===== config.mk =====
export PLATFORM = sky130hd
export DESIGN_NAME = move_sequencer
export DESIGN_NICKNAME = d
export VERILOG_FILES = /design/src/rtl/move_sequencer.sv
export SDC_FILE = /design/constraint.sdc
export NUM_CORES = 1
export LEC_CHECK = 0
export ABC_AREA = 1
export CAP_MARGIN = 10
export CORE_MARGIN = 2
export CORE_UTILIZATION = 51
export CTS_CLUSTER_DIAMETER = 50
export DETAILED_ROUTE_END_ITERATION = 7
export PLACE_DENSITY_LB_ADDON = 0.3
export SYNTH_ARGS = -nofsm -noshare
export SYNTH_HDL_FRONTEND = slang
export SYNTH_SLANG_ARGS = --single-unit

===== constraint.sdc =====
create_clock -name clock -period 2.7 [get_ports clock]
set_input_delay 0.54 -clock clock [delete_from_list [all_inputs] [get_ports clock]]
set_output_delay 0.54 -clock clock [all_outputs]
set_load 0.01 [all_outputs]

===== src/rtl/move_sequencer.sv =====
// Issues packed 4-bit move codes from nibble 49 down to nibble 0, with a ready/done motor handshake.
// Optional MOVE_SEQ_COUNT_EN adds move_count, the number of moves accepted in the current batch.
module move_sequencer (
  input  logic         clock,
  input  logic         reset,
  input  logic [199:0] moves,
  input  logic         new_moves,
  input  logic         motor_ready,
  input  logic         motor_done,
  output logic [3:0]   move,
  output logic         move_valid,
  output logic         busy,
  output logic         batch_done,
  output logic         load_err
`ifdef MOVE_SEQ_COUNT_EN
  ,
  output logic [5:0]   move_count
`endif
);

  typedef enum logic [2:0] {
    IDLE       = 3'd0,
    SCAN       = 3'd1,
    ISSUE      = 3'd2,
    WAIT_MOTOR = 3'd3,
    DONE       = 3'd4
  } state_t;

  state_t         state_q;
  logic [199:0]   buf_q;
  logic [5:0]     idx_q;
  logic [3:0]     move_q;
  logic           move_valid_q;
  logic           busy_q;
  logic           batch_done_q;
  logic           load_err_q;
`ifdef MOVE_SEQ_COUNT_EN
  logic [5:0]     count_q;
`endif

  logic [3:0] nib;
  logic       nib_legal;
  logic       nib_bad;

  assign nib       = buf_q[{idx_q, 2'b00} +: 4];
  assign nib_legal = (nib >= 4'd2) && (nib <= 4'd13);
  assign nib_bad   = (nib >= 4'd14);

  always_ff @(posedge clock) begin
    if (reset) begin
      state_q      <= IDLE;
      buf_q        <= '0;
      idx_q        <= '0;
      move_q       <= '0;
      move_valid_q <= 1'b0;
      busy_q       <= 1'b0;
      batch_done_q <= 1'b0;
      load_err_q   <= 1'b0;
`ifdef MOVE_SEQ_COUNT_EN
      count_q      <= '0;
`endif
    end else begin
      batch_done_q <= 1'b0;
      // A load strobe outside IDLE (including the DONE cycle) is dropped.
      if (new_moves && (state_q != IDLE)) begin
        load_err_q <= 1'b1;
      end
      case (state_q)
        IDLE: begin
          if (new_moves) begin
            buf_q   <= moves;
            idx_q   <= 6'd49;
            busy_q  <= 1'b1;
            state_q <= SCAN;
`ifdef MOVE_SEQ_COUNT_EN
            count_q <= '0;
`endif
          end
        end
        SCAN: begin
          if (nib_legal) begin
            move_q       <= nib;
            move_valid_q <= 1'b1;
            state_q      <= ISSUE;
          end else begin
            if (nib_bad) begin
              load_err_q <= 1'b1;
            end
            if (idx_q == 6'd0) begin
              batch_done_q <= 1'b1;
              state_q      <= DONE;
            end else begin
              idx_q <= idx_q - 6'd1;
            end
          end
        end
        ISSUE: begin
          if (motor_ready) begin
            move_valid_q <= 1'b0;
            state_q      <= WAIT_MOTOR;
`ifdef MOVE_SEQ_COUNT_EN
            count_q      <= count_q + 6'd1;
`endif
          end
        end
        WAIT_MOTOR: begin
          if (motor_done) begin
            if (idx_q == 6'd0) begin
              batch_done_q <= 1'b1;
              state_q      <= DONE;
            end else begin
              idx_q   <= idx_q - 6'd1;
              state_q <= SCAN;
            end
          end
        end
        DONE: begin
          busy_q  <= 1'b0;
          state_q <= IDLE;
        end
        default: begin
          busy_q       <= 1'b0;
          move_valid_q <= 1'b0;
          state_q      <= IDLE;
        end
      endcase
    end
  end

  assign move       = move_q;
  assign move_valid = move_valid_q;
  assign busy       = busy_q;
  assign batch_done = batch_done_q;
  assign load_err   = load_err_q;
`ifdef MOVE_SEQ_COUNT_EN
  assign move_count = count_q;
`endif

endmodule


==> reports/results.ini <==
[outcome]
outcome = finished clean

[synth]
synthesis.area_mm2 = 0.00992
synth_nets = 1655
synth-seq-area-share = 0.438
synthArstFlopShare = 0
netlist_instances = 1449
synth_seq_cells = 217
synth_ff_type = dfxtp_1
synth-edff-count = 0
synth.top_cell.area_share = 0.438
yosys-top-cells-count = nand2_1 (331), a21oi_1 (242), dfxtp_1 (217)
yosys.area.top_type = dfxtp_1
synthTopCellsByArea = dfxtp_1 (44%), nand2_1 (13%), a21oi_1 (12%), nand3_1 (8.9%), o21ai_0 (7.0%)
avgSynthCellArea_um2 = 6.85
ys_types = 35
yosysMostFrequentCell = nand2_1
ys_warn_count = 0

[drt]
route.vias.total = 10267
wl_per_cell_um = 16.3
drc_errors = 0
drtAntennaViolNets = 0
dr.pass1.iters = 8
drt_iter0_drc = 757
wl_mm = 30.7
vias_per_cell = 5.46

[timing]
grt_setup_unrepaired = no
period_share = 0.881
setup_tns_ps = 0
period_needed_ps = 2380
worst_pin_slew_ps = 651
max_freq_mhz = 420
setup_slack_ps = 321
hold_viol = 0
drv_slew = 0
setup_viol = 0
slew_headroom = 0.563
hold_slack_ps = 450
skew_ps = 8.29

[place]
post-place-ws_ps = 354
dp_hpwl_mm = 21.0
placed_area_mm2 = 0.0122
io_buffers = 212
routabilityCongestion = 0.904

[global_routing]
grt.total_usage = 0.293
grt_pass1_vias = 9646
antenna_found_initial = 1
grt_pass1_wl_mm = 48.4
grt_max_degree = 111
gr-total-overflow = 0

[finish]
multi_input_area_mm2 = 0.00458
post_route_cells_drive_above_1_share = 0.0582
fin_nets = 1806
fin_area_mm2 = 0.0130
fillers = 1712
regArea_mm2 = 0.00435
synthToLayoutAreaGrowth_pct = 31.3

[clock_network]
cts_tree = done
ctsHoldBuffers = 0
clock_latency_ps = 510
cts_max_level = 1
cts_buffer_depth = 3
cts_resized = 0
post_cts_buffers = 0
clock-sinks = 217
numCtsBuffers = 23
root_buffer = clkbuf_16
clk_pin_slew_worst_paths_ps = 60

[pwr]
leakage_uw = 0.00514
ir_drop_mv = 0.625
power_uw = 12900
power.density_mw_per_mm2 = 993

[floorplanning]
core-area_mm2 = 0.0193
die_area_mm2 = 0.0206
placementRows = 51
die_y_um = 143
top_level_ports = 213
initial_core_util = 0.515
die_w_um = 143

[job]
cap_violations = 0

[worst_hold_path]
hp-class = register to register

[setup_path]
slowest_delay_ps = 380
cpMostUsedCell = nand2_1
start_kind = register
crit_type = register to register
cp.arrival_ps = 2780
critPathRequiredTime_ps = 3110
crit_chain = buf_12, o21ai_0, nand2_1, nand3_1, nor2_1, nor2_1, nand2_1, a21oi_1, nand3_2, nand2_1, nand3_1, nand3_2, nand2_1, nand2_1, nor2_1
cp_slowest_cell = o21ai_0
crit_path_end_kind = register
worstPathMaxFanout = 96

[cells by family (layout without fill, tap and decap cells)]
family                     Yosys count  in the layout  synth area share
AOI/OAI and AO/OA                  413            413             0.216
adders and majority gates            1              1           0.00126
buffers and inverters              248            415             0.102
DFF                                217            217             0.438
other                                0              1                 0
and+or+nand+nor                    570            570             0.244
[final cells by class]
cell class / count / area share
Inverter: 133 / 0.0387
Multi-Input combinational cell: 984 / 0.352
Clock inverter: 14 / 0.0162
Sequential cell: 217 / 0.334
Timing Repair Buffer: 241 / 0.187
Tap cell: 265 / 0.0255
Antenna cell: 1 / 0.000192
Clock buffer: 27 / 0.0469
[power by group]
| group | leakage [uW] | total [uW] | switching, uW | internal (uW) |
|---|---|---|---|---|
| Sequential | 0.00179 | 4310 | 344 | 3960 |
| Clock | 0.000405 | 3430 | 1330 | 2110 |
| Combinational | 0.00294 | 5200 | 3380 | 1820 |
[placed cells by master (no fill, tap or decap), types with 23 or more instances in the layout]
master,count
clkdlybuf4s50_1,210
clkbuf_16,23
inv_1,125
buf_4,23
nor2_1,44
nand3_1,177
nand2_1,330
o21ai_0,139
dfxtp_1,215
a21oi_1,242
[final timing paths]
check | start | endpoint | slack, ps | cells past startpoint
setup / recovery | idx_q[0] | state_q[1] | 320 | 15
hold / removal | buf_q[33] | buf_q[33] | 450 | 2
setup reg to reg | idx_q[0] | state_q[1] | 320 | 15
hold reg to reg | buf_q[33] | buf_q[33] | 450 | 2
[per-layer routing]
layer | share of wire | GRT usage | vias up
met3 | 0.076 | 0.0367 | 80
met1 | 0.42 | 0.393 | 4685
met5 | 0 | 0 | -
met2 | 0.46 | 0.483 | 432
li1 | - | - | 5070
met4 | 0.040 | 0.116 | 0
[critical path: cells and delay by family, from the launching register on]
family	cells	cell delay (ps)
AND/OR/NAND/NOR	12	1020
AO/OA/AOI/OAI	2	580
flip-flops	1	360
buffers and inverters	1	190
[state kept, by name, indices dropped and copies added, names as in the netlist]
| register | count |
|---|---|
| batch_done | 1 |
| move | 4 |
| move_valid | 1 |
| busy | 1 |
| idx_q | 6 |
| state_q | 3 |
| load_err | 1 |
| buf_q | 200 |
[stage by stage]
stage | std cells | utilization
6_report | 1882 | 0.676
5_1_grt | 1882 | 0.676
3_3_place_gp | 1840 | 0.633
3_5_place_dp | 1840 | 0.633
2_1_floorplan | 1449 | -
4_1_cts | 1881 | 0.676
No activity file was read; power rests on OpenSTA's default activity.
